$ cat src/rtl/irq_request_latch_pkg.sv
// Shared constants, state encoding and helpers for the interrupt request latch.
// Latency: n/a (declarations only).
// Backpressure: n/a.
package irq_request_latch_pkg;

    localparam int N_REQ = 8;
    localparam int VEC_W = 3;

    typedef enum logic {
        ST_IDLE    = 1'b0,
        ST_PRESENT = 1'b1
    } state_t;

    // Idle level of the active-low request lines; sync chain and prev regs reset here
    localparam logic [N_REQ-1:0] SYNC_IDLE = 8'hFF;

    // One-hot mask selecting the request bit named by an index
    function automatic logic [N_REQ-1:0] vec_onehot(input logic [VEC_W-1:0] v);
        logic [N_REQ-1:0] oh;
        oh    = '0;
        oh[v] = 1'b1;
        return oh;
    endfunction

endpackage

$ cat src/rtl/irq_request_latch_req_sync_edge.sv
// Synchronises the raw active-low request lines and flags falling edges.
// Latency: SYNC_STAGES cycles to sync; fall is combinational from sync and prev.
// Backpressure: none, free-running every cycle.
module req_sync_edge
    import irq_request_latch_pkg::*;
#(
    parameter int SYNC_STAGES = 2
) (
    input  logic             clk,
    input  logic             rst_n,
    input  logic [N_REQ-1:0] req_n,
    output logic [N_REQ-1:0] sync,
    output logic [N_REQ-1:0] fall
);

    logic [N_REQ-1:0] chain [SYNC_STAGES];
    logic [N_REQ-1:0] prev;

    // Shift raw requests through the synchroniser and keep last cycle's synced value.
    // Resetting to the idle level means a line held low across reset release
    // produces exactly one edge once the chain has filled.
    always_ff @(posedge clk) begin
        if (!rst_n) begin
            for (int s = 0; s < SYNC_STAGES; s++) begin
                chain[s] <= SYNC_IDLE;
            end
            prev <= SYNC_IDLE;
        end else begin
            chain[0] <= req_n;
            for (int s = 1; s < SYNC_STAGES; s++) begin
                chain[s] <= chain[s-1];
            end
            prev <= sync;
        end
    end

    assign sync = chain[SYNC_STAGES-1];
    // A bit was high last cycle and is low now: new active-low request
    assign fall = prev & ~sync;

endmodule

$ cat src/rtl/irq_request_latch.sv
// Latches request edges into a pending register and hands the external encoder's winner out on valid/ready.
// Latency: synced edge -> pending next cycle -> irq_valid the cycle after; one IDLE cycle between deliveries.
// Backpressure: irq_vec is held with irq_valid high until irq_ready; pending keeps collecting meanwhile.
module irq_request_latch
    import irq_request_latch_pkg::*;
#(
    parameter int SYNC_STAGES = 2,
    parameter bit EDGE_MODE   = 1'b1
) (
    input  logic             clk,
    input  logic             rst_n,
    input  logic [N_REQ-1:0] req_n,
    input  logic [N_REQ-1:0] mask,
    input  logic             enable,
    output logic [N_REQ-1:0] enc_v,
    output logic             enc_en_n,
    input  logic [VEC_W-1:0] enc_y,
    input  logic             enc_gs,
    input  logic             enc_en_out,
    output logic             irq_valid,
    output logic [VEC_W-1:0] irq_vec,
    input  logic             irq_ready,
    output logic [N_REQ-1:0] pending,
    output logic             quiet
);

    logic [N_REQ-1:0] sync;
    logic [N_REQ-1:0] fall;
    logic [N_REQ-1:0] clr;
    logic             accept;
    logic             load;
    state_t           state_q;
    state_t           state_d;

    req_sync_edge #(
        .SYNC_STAGES(SYNC_STAGES)
    ) u_sync (
        .clk   (clk),
        .rst_n (rst_n),
        .req_n (req_n),
        .sync  (sync),
        .fall  (fall)
    );

    // Encoder drive comes straight from registers so its y/gs settle within the cycle
    assign enc_v    = ~(pending & ~mask);
    assign enc_en_n = ~enable;

    // Only the delivered bit is cleared, and only in edge mode
    assign clr = (EDGE_MODE && accept) ? vec_onehot(irq_vec) : '0;

    // Pending register: a new edge beats the clear on the same bit so it is re-delivered
    always_ff @(posedge clk) begin
        if (!rst_n) begin
            pending <= '0;
        end else if (EDGE_MODE) begin
            pending <= (pending & ~clr) | fall;
        end else begin
            pending <= ~sync;
        end
    end

    // FSM state register
    always_ff @(posedge clk) begin
        if (!rst_n) begin
            state_q <= ST_IDLE;
        end else begin
            state_q <= state_d;
        end
    end

    // FSM next state: arbitrate in IDLE, hold until accepted in PRESENT
    always_comb begin
        state_d = state_q;
        case (state_q)
            ST_IDLE:    if (enable && !enc_gs) state_d = ST_PRESENT;
            ST_PRESENT: if (irq_ready)         state_d = ST_IDLE;
            default:    state_d = ST_IDLE;
        endcase
    end

    // FSM outputs; valid is purely state-based so it can never be retracted
    always_comb begin
        irq_valid = (state_q == ST_PRESENT);
        accept    = irq_valid && irq_ready;
        load      = (state_q == ST_IDLE) && enable && !enc_gs;
        quiet     = (state_q == ST_IDLE) && !enc_en_out;
    end

    // Capture the winner only when leaving IDLE; later priority/mask/enable changes cannot disturb it
    always_ff @(posedge clk) begin
        if (!rst_n) begin
            irq_vec <= '0;
        end else if (load) begin
            irq_vec <= enc_y;
        end
    end

endmodule
$ cat config.mk
export PLATFORM = sky130hd
export DESIGN_NAME = irq_request_latch
export DESIGN_NICKNAME = d
export VERILOG_FILES = /design/src/rtl/irq_request_latch_pkg.sv /design/src/rtl/irq_request_latch_req_sync_edge.sv /design/src/rtl/irq_request_latch.sv
export SDC_FILE = /design/constraint.sdc
export NUM_CORES = 1
export LEC_CHECK = 0
export ABC_CLOCK_PERIOD_IN_PS = 1350
export BUFFER_PORTS_ARGS = -buffer_cell sky130_fd_sc_hd__buf_2
export CORE_ASPECT_RATIO = 1.25
export CORE_MARGIN = 2
export CORE_UTILIZATION = 46
export DETAILED_ROUTE_END_ITERATION = 16
export GPL_TIMING_DRIVEN = 0
export PLACE_DENSITY_LB_ADDON = 0.05
export SLEW_MARGIN = 20
export SYNTH_ARGS = -nofsm -noshare
export SYNTH_HDL_FRONTEND = slang
export SYNTH_SLANG_ARGS = --single-unit
export TNS_END_PERCENT = 1
$ cat constraint.sdc
create_clock -name clk -period 1.35 [get_ports clk]
set_input_delay 0.135 -clock clk [delete_from_list [all_inputs] [get_ports clk]]
set_output_delay 0.135 -clock clk [all_outputs]
set_load 0.005 [all_outputs]
==> results of run 1 <==
final cells by class:
cell class                 instances  area [um2]  share of cell area [%]
inverter                          10        37.5                    2.31
sequential                        36         721                    44.3
buffer                             4        25.0                    1.54
clock buffer                       7        55.1                    3.38
multi-input combinational         65         399                    24.5
timing repair buffer              57         340                    20.9
clock inverter                     1        7.51                   0.462
tap                               33        41.3                    2.54
final timing paths:
kind	end	slack, ns	startpoint	cells after the start
worst min-delay path	irq_vec[1]$_SDFFE_PN0P_	0.02	enc_y[1]	3
worst max-delay path	irq_vec[2]	0.19	irq_vec[2]$_SDFFE_PN0P_	1
worst min register to register	u_sync.chain[0][8]$_SDFF_PN1_	0.41	u_sync.chain[0][0]$_SDFF_PN1_	1
worst max register to register	pending[3]$_SDFF_PN0_	0.21	irq_valid$_SDFF_PN0_	3
cell families (layout without fill, tap and decap cells):
| logic type | count (synthesis) | after routing | share of synthesized area [%] |
|---|---|---|---|
| AO/OA/AOI/OAI | 20 | 20 | 10.8 |
| AND/OR/NAND/NOR | 45 | 45 | 23.0 |
| buffers and inverters | 14 | 79 | 5.29 |
| flip-flops | 36 | 36 | 61.0 |
sequential cells by signal (all words and copies together) (netlist names):
name,cells
irq_vec,3
irq_valid,1
u_sync.chain,16
pending,8
u_sync.prev,8
metal layers:
metal  GRT usage [%]  vias to the layer above
li1                -                      503
met1            13.1                      411
met2            29.7                       37
met3            4.19                        8
met4            13.5                        0
met5               0                        -
stage by stage:
stage	setup WS (ns)	hold WS, ns	utilization (%)	instance area [um2]
5_1_grt	0.0809	0.0225	67.0	1630
3_3_place_gp	0.259	0.314	59.9	1450
2_1_floorplan	0.379	0.224	-	1180
6_report	0.190	0.0193	67.0	1630
4_1_cts	0.168	0.00944	67.0	1630
3_5_place_dp	0.230	0.320	59.9	1450
layout by cell type (no fill, tap or decap), drive strengths merged:
master / n
inv: 10
o21ai: 11
nor2: 1
nand2b: 33
dfxtp: 36
clkinvlp: 1
o21a: 1
clkbuf: 8
o311ai: 4
nand3: 4
nand2: 4
nor3b: 1
nand3b: 1
buf: 49
nor2b: 1
o211ai: 4
dlygate4sd3: 11
power groups by stage:
stage / Clock (mW) / Sequential [mW] / Combinational [mW]
floorplan: 0 / 1.16 / 0.0723
global placement: 0 / 1.16 / 0.146
detailed placement: 0 / 1.16 / 0.150
CTS: 0.624 / 1.14 / 0.174
global route: 0.663 / 1.14 / 0.191
finish: 0.596 / 1.13 / 0.171
what timing repair did:
action | CTS | global route
hold endpoints to repair | 11 | 0
hold buffers | 11 | 0
gates resized for setup | 0 | 0
==> results.md, run 1 <==
- Initial antenna violation count: 0
- Setup crit start kind: flip-flop
- Sequential power share: about three fifths
- H-tree levels: 2
- Post-synth top cells: dfxtp_1 (36), nand2b_1 (33), inv_1 (10)
- Rows: 20
- Worst Path Required: 1.22 ns
- Power Internal: 1.47 mW
- Crit end category: primary output
- Share of layout cells above drive strength 1: 31.7%
- Fill count: approximately 200
- Final cell count without fillers: between 200 and 250
- Crit-path slowest cell: dfxtp_1
- GPL Wtd Cong: 0.717
- Leak Pwr: between 0.7 and 0.8 nW
- Port Buffers: between 40 and 50
- Antenna fix cells: 0
- Async SR Flop Fraction: 0%
- CTS Buf Count: 5
- Gr usage total: 15.4%
- DRC: 0
- Vias in the first global route: ~870
- Top cell family by delay on the critical path: flip-flops
- Sink Count: 36
- Status: finished, final reports clean
- Post-DR wirelength/cell: between 9 and 10 um
- P&R area growth vs syn: 37.6%
- Crit Path Class: reg2out
- Number of flops mapped to enable cells by yosys: 0
- Drt initial violations: 13
- RSZ-0062 raised after global routing: no
- Top routing layer in use: met4
- CTS tree: built
- Crit path time final: between 1 and 1.5 ns
- Crit path DAT: 1.03 ns
- Synthesis-stage register bit count: 36
- Crit path max fanout: 8
- Unique masters post-synth: 17
- Core area: roughly 0.0024 mm2
- Post-Syn Area per Cell: 10.3 um2
- Switching share of power: a little under a quarter
- Slowest stage delay, CP: ~0.50 ns
- Width of the die: between 40 and 50 um
- Sw Pwr: between 400 and 500 uW
- IR Drop Worst-Case VDD: just over 0.8 mV
- Final period util: around 86%
- Routed wire length: approximately 2.1 mm
- Vias per inst: roughly 4.5
- GRT overflow: 0
- Root buf cell: clkbuf_4
- M1 WL: 877 um
- Endpoints failing hold: 0
- Initial Util: approximately half
- Worst-path cell chain: buf_2
- Global-route wire length before repair: between 3 and 4 mm
- # Post-CTS Setup Buffers: 0
- ANT nets after route: 0
- Cell taking the most area after synthesis: dfxtp_1
- Cell count after placement: a little under 200
- Vias: approximately 960
- Setup Skew: 0.00917 ns
- Top cells by area, synth: dfxtp_1 (61%), nand2b_1 (17%), inv_1 (3.2%), o21ai_0 (3.0%), o311ai_1 (3.0%)
- Post-synthesis instance area: between 0.001 and 0.0015 mm2
- Most frequent cell after synthesis: dfxtp_1
- CTS max path bufs: 2
- Worst Path Buf+Inv: 1
- Pwr Total: about 1.9 mW
- Post-Syn Nets: 140
- Hpwl dp: 1.50 mm
- Worst Tran Pin Value: 0.461 ns
- Worst hold path class: in2reg
- Max_slew headroom: between 60% and 70%
- Synth Flop Type: dfxtp_1
- Met3 WL: 135 um
- Yosys top cell area share: 61.0%
- Die footprint: about 0.0030 mm2
- Ys Warns: 0
- Slew Limit Fails: 0
- Fmax: roughly 860 MHz
- Worst-path clk slew: 0.11 ns
- Routed wl met2: ~1.0 mm
- # IOs: between 40 and 50
- Power per cell area: about 1200 mW/mm2
- Final setup vio count: 0
- Max cap viols: 0
- Combinational Power Share: under 10%
- Setup_tns: 0 ns
- Gate Count Post-Synth: around 120
- Fin nets: roughly 200
- Largest net degree at the start of global routing: 12
- DR pass1 iterations: 4
- Die Ht: roughly 60 um
- Clock Power Share: a little under a third
- Sequential fraction of the synthesis area: around 60%
- Clk_lat worst skew: between 0.3 and 0.4 ns
No activity file was read; power rests on OpenSTA's default activity.
==> inputs of run 2 (changes only) <==
Settings changed: HOLD_SLACK_MARGIN from default to 0.08.
==> results.md, run 2 (same netlist as run 1, synthesis figures left out) <==
- Status: finished, final reports clean
- RSZ-0062 raised after global routing: no
- Worst-path cell chain: buf_2
- Worst hold path class: in2reg
- Root buf cell: clkbuf_4
- Resize count post-CTS: 0
- Core area: approximately 0.0024 mm2
- Commonest non-fill, non-tap cell in the layout: buf_2
- Crit path DAT: 1.03 ns
- Max reg flops: 16
- GRT overflow: 0
- Worst Tran Pin Value: around 0.46 ns
- Critical R2R Launch: irq_valid$_SDFF_PN0_
- Reg2Reg Depth: 3
- Power per cell area: between 1000 and 1500 mW/mm2
- Cell count after placement: 194
- Max_slew headroom: 69.2%
- Biggest register: u_sync.chain
- Hold Crit Start: enc_gs
- Hpwl dp: 1.50 mm
- DRC: 0
- Setup crit start kind: flip-flop
- Crit path max fanout: 8
- CTS Buf Count: 5
- Rows: 20
- Vias: ~970
- Endpoints failing hold: 0
- H-tree levels: 2
- Slew Limit Fails: 0
- Setup Skew: slightly above 0.009 ns
- Crit path time final: 1.16 ns
- Routed wire length: ~2.1 mm
- Antenna fix cells: 0
- Top flop regs: u_sync.chain (16), pending (8), u_sync.prev (8)
- FF-to-FF setup slack: around 0.20 ns
- Die Ht: roughly 61 um
- Hold Path Depth: 3
- Worst Path Buf+Inv: 1
- DR pass1 iterations: 4
- # Post-CTS Setup Buffers: 0
- Gr usage total: around 15%
- WHS Endpoint: irq_vec[2]$_SDFFE_PN0P_
- ANT nets after route: 0
- Vias per inst: about 4.5
- Final period util: 85.9%
- Initial antenna violation count: 0
- Slowest stage delay, CP: 0.50 ns
- Clk_lat worst skew: between 0.3 and 0.4 ns
- Post-DR wirelength/cell: about 10 um
- IR Drop Worst-Case VDD: a little over 0.8 mV
- Crit Path Class: reg2out
- Leak Pwr: between 0.7 and 0.8 nW
- Worst Path Required: 1.22 ns
- Crit end category: primary output
- Vias in the first global route: between 800 and 900
- Fmax: 862 MHz
- Most frequent cells in the layout: buf_2 (48), dfxtp_1 (36), nand2b_1 (33)
- Max cap viols: 0
- CTS tree: built
- P&R area growth vs syn: 38.4%
- Share of layout cells above drive strength 1: between 30% and 40%
- Largest net degree at the start of global routing: 12
- Port Buffers: 46
- Initial Util: 48.7%
- Global-route wire length before repair: 3.35 mm
- Setup_tns: 0 ns
- Final cell count without fillers: about 210
- GPL Wtd Cong: 0.717
- CTS max path bufs: 2
- Fin nets: a little over 200
- Final setup vio count: 0
- Worst-path clk slew: approximately 0.11 ns
- Top cell family by delay on the critical path: flip-flops
- Drt initial violations: 15
- # IOs: 47
- CTS hold repair buffers: 12
- Width of the die: 49.3 um
- Reg2reg end: pending[3]$_SDFF_PN0_
- Die footprint: 0.00299 mm2
- Crit-path slowest cell: dfxtp_1
- Sink Count: 36
-- run 2: per-stage QoR --
stage	total power [mW]	util (%)	hold WS, ns	setup WS [ns]	instance area (um2)
CTS	1.94	67.4	0.103	0.168	1640
floorplan	1.23	-	0.224	0.379	1180
finish	1.90	67.4	0.110	0.190	1640
global route	2.00	67.4	0.111	0.0809	1640
global placement	1.30	59.9	0.314	0.259	1450
detailed placement	1.31	59.9	0.320	0.230	1450
-- run 2: where the power goes --
group	switching (mW)	internal, mW	total [mW]
clock	0.341	0.255	0.596
combinational	0.0664	0.107	0.173
sequential	0.0246	1.11	1.13
-- run 2: how the worst max path moves through the flow --
stage	end	from	slack (ns)	cells past startpoint
after floorplan	pending[2]$_SDFF_PN0_	irq_valid$_SDFF_PN0_	0.38	3
after global placement	pending[1]$_SDFF_PN0_	irq_valid$_SDFF_PN0_	0.26	3
after detailed placement	pending[2]$_SDFF_PN0_	irq_valid$_SDFF_PN0_	0.23	3
after CTS	pending[1]$_SDFF_PN0_	rst_n	0.17	5
after global routing	pending[1]$_SDFF_PN0_	rst_n	0.08	5
final	irq_vec[2]	irq_vec[2]$_SDFFE_PN0P_	0.19	1
-- run 2: final cells by class --
class,count,area [um2]
timing repair buffer,58,350
sequential,36,721
multi-input combinational,65,399
clock inverter,1,7.51
tap,33,41.3
clock buffer,7,55.1
fill,194,791
inverter,10,37.5
buffer,4,25.0
-- run 2: per-layer routing --
metal	up-vias	track usage, %	routed length (um)
li1	505	-	-
met1	415	13.1	880
met2	37	30.1	1050
met3	8	4.19	136
met4	0	13.5	68
met5	-	0	0
==> inputs of run 3 (changes only) <==
Settings changed: CORE_UTILIZATION 46 to 49, CTS_BUF_LIST from default to sky130_fd_sc_hd__clkbuf_8.
==> results.md, run 3 (same netlist as run 1, synthesis figures left out) <==
- Biggest register: u_sync.chain
- Share of layout cells above drive strength 1: between 30% and 40%
- # Post-CTS Setup Buffers: 0
- Core area: approximately 0.0022 mm2
- Sink Count: 36
- Crit path time final: 1.21 ns
- Max_slew headroom: 69.7%
- GRT met3 Usage: around 7.4%
- Most used routing layer: met2
- Routed wire length: approximately 2.1 mm
- Largest net degree at the start of global routing: 11
- Placed cell areas: 0.00145 mm2
- Post-DR wirelength/cell: 9.97 um
- IR Drop Worst-Case VDD: approximately 1.1 mV
- Status: finished, final reports clean
- Crit-path slowest cell: dlygate4sd3_1
- Fill count: 195
- Routing usage on met1: approximately 17%
- Slew Limit Fails: 0
- Vias: around 950
- Fin nets: approximately 200
- Area of the multi-input gates: 399 um2
- Antenna fix cells: 0
- P&R area growth vs syn: 39.4%
- Setup_tns: 0 ns
- CTS tree: built
- FF-to-FF setup slack: roughly 0.23 ns
- Worst hold path class: in2reg
- Endpoints failing hold: 0
- GRT overflow: 0
- Crit Path Class: in2reg
- DR pass1 iterations: 4
- Fmax: between 800 and 900 MHz
- Root buf cell: clkbuf_8
- Worst Path Buf+Inv: 3
- Reg2Reg Depth: 3
- Most frequent cells in the layout: buf_2 (48), dfxtp_1 (36), nand2b_1 (33)
- Slowest stage delay, CP: approximately 0.52 ns
- Global-route wire length before repair: about 3.4 mm
- RSZ-0062 raised after global routing: no
- CTS Buf Count: 5
- Port Buffers: 46
- Width of the die: 47.9 um
- Clk_lat worst skew: 0.27 ns
- Max cap viols: 0
- Die footprint: between 0.002 and 0.003 mm2
- Reg area: 721 um2
- GR met2 Demand/Resource: 30.5%
- Crit end category: flip-flop
- Worst-path clk slew: 0.06 ns
- Commonest non-fill, non-tap cell in the layout: buf_2
- Top flop regs: u_sync.chain (16), pending (8), u_sync.prev (8)
- CTS max path bufs: 2
- # IOs: 47
- Post-Layout Inst Area: ~0.0016 mm2
- Vias per inst: around 4.6
- Hpwl dp: ~1.4 mm
- Reg2reg end: pending[0]$_SDFF_PN0_
- H-tree levels: 2
- Die Ht: 58.9 um
- Drt initial violations: 5
- Crit path max fanout: 10
- Setup crit start kind: primary input
- Rows: 19
- Final period util: ~90%
- Setup Skew: around 0.0026 ns
- Resize count post-CTS: 0
- Vias in the first global route: slightly below 900
- Max reg flops: 16
- Top cell family by delay on the critical path: buffers and inverters
- Initial Util: between 50 and 60%
- Hold Path Depth: 3
- Crit path DAT: roughly 1.4 ns
- Worst-path cell chain: dlygate4sd3_1 > buf_2 > clkbuf_1 > o311ai_1 > o21ai_1
- Hold Crit Start: enc_y[0]
- GPL Wtd Cong: roughly 0.75
- WHS Endpoint: irq_vec[0]$_SDFFE_PN0P_
- Power per cell area: between 1000 and 1500 mW/mm2
- Worst Tran Pin Value: between 0.4 and 0.5 ns
- Leak Pwr: 0.768 nW
- CTS hold repair buffers: 10
- Initial antenna violation count: 0
- Worst Path Required: around 1.6 ns
- Final setup vio count: 0
- DRC: 0
- ANT nets after route: 0
- Critical R2R Launch: irq_valid$_SDFF_PN0_
- Gr usage total: 17.4%
==> run 3: worst reg2reg max path: stages, from the launching register on <==
cell,delay [ns]
dfxtp_1,0.41
nand3b_1,0.19
o311ai_1,0.29
o21ai_1,0.11
==> run 3: worst max path at each step <==
stage                              start                    end  slack [ns]  cells after the start
finish                             rst_n  pending[0]$_SDFF_PN0_        0.14                      5
global route                       rst_n  pending[1]$_SDFF_PN0_        0.01                      5
CTS                                rst_n  pending[0]$_SDFF_PN0_        0.11                      5
detailed placement  irq_valid$_SDFF_PN0_  pending[1]$_SDFF_PN0_        0.25                      3
global placement    irq_valid$_SDFF_PN0_  pending[1]$_SDFF_PN0_        0.26                      3
floorplan           irq_valid$_SDFF_PN0_  pending[2]$_SDFF_PN0_        0.38                      3
==> run 3: per-stage QoR <==
| stage | setup WS [ns] | utilization, % | hold WS (ns) | total power, mW | cells |
|---|---|---|---|---|---|
| CTS | 0.115 | 73.7 | 0.0807 | 2.11 | 209 |
| finish | 0.136 | 73.7 | 0.0810 | 2.09 | 209 |
| floorplan | 0.379 | - | 0.224 | 1.23 | 115 |
| detailed placement | 0.252 | 64.9 | 0.319 | 1.31 | 192 |
| global placement | 0.259 | 64.9 | 0.315 | 1.30 | 192 |
| global route | 0.0125 | 73.7 | 0.100 | 2.18 | 209 |
==> run 3: final cells by class <==
class,instances,share of cell area (%)
multi-input combinational,65,24.2
buffer,4,1.52
sequential,36,43.7
tap,31,2.35
timing repair buffer,56,20.0
inverter,10,2.28
clock buffer,7,5.85
==> run 3: power by group <==
| part | switching [mW] | internal, mW |
|---|---|---|
| registers | 0.0234 | 1.11 |
| clock network | 0.330 | 0.454 |
| logic | 0.0672 | 0.103 |
==> run 3: routing by layer <==
metal | vias up | part of all wire (%)
met2 | 40 | 50
met4 | 0 | 1.6
met3 | 4 | 8.6
li1 | 494 | -
met1 | 415 | 40
met5 | - | 0
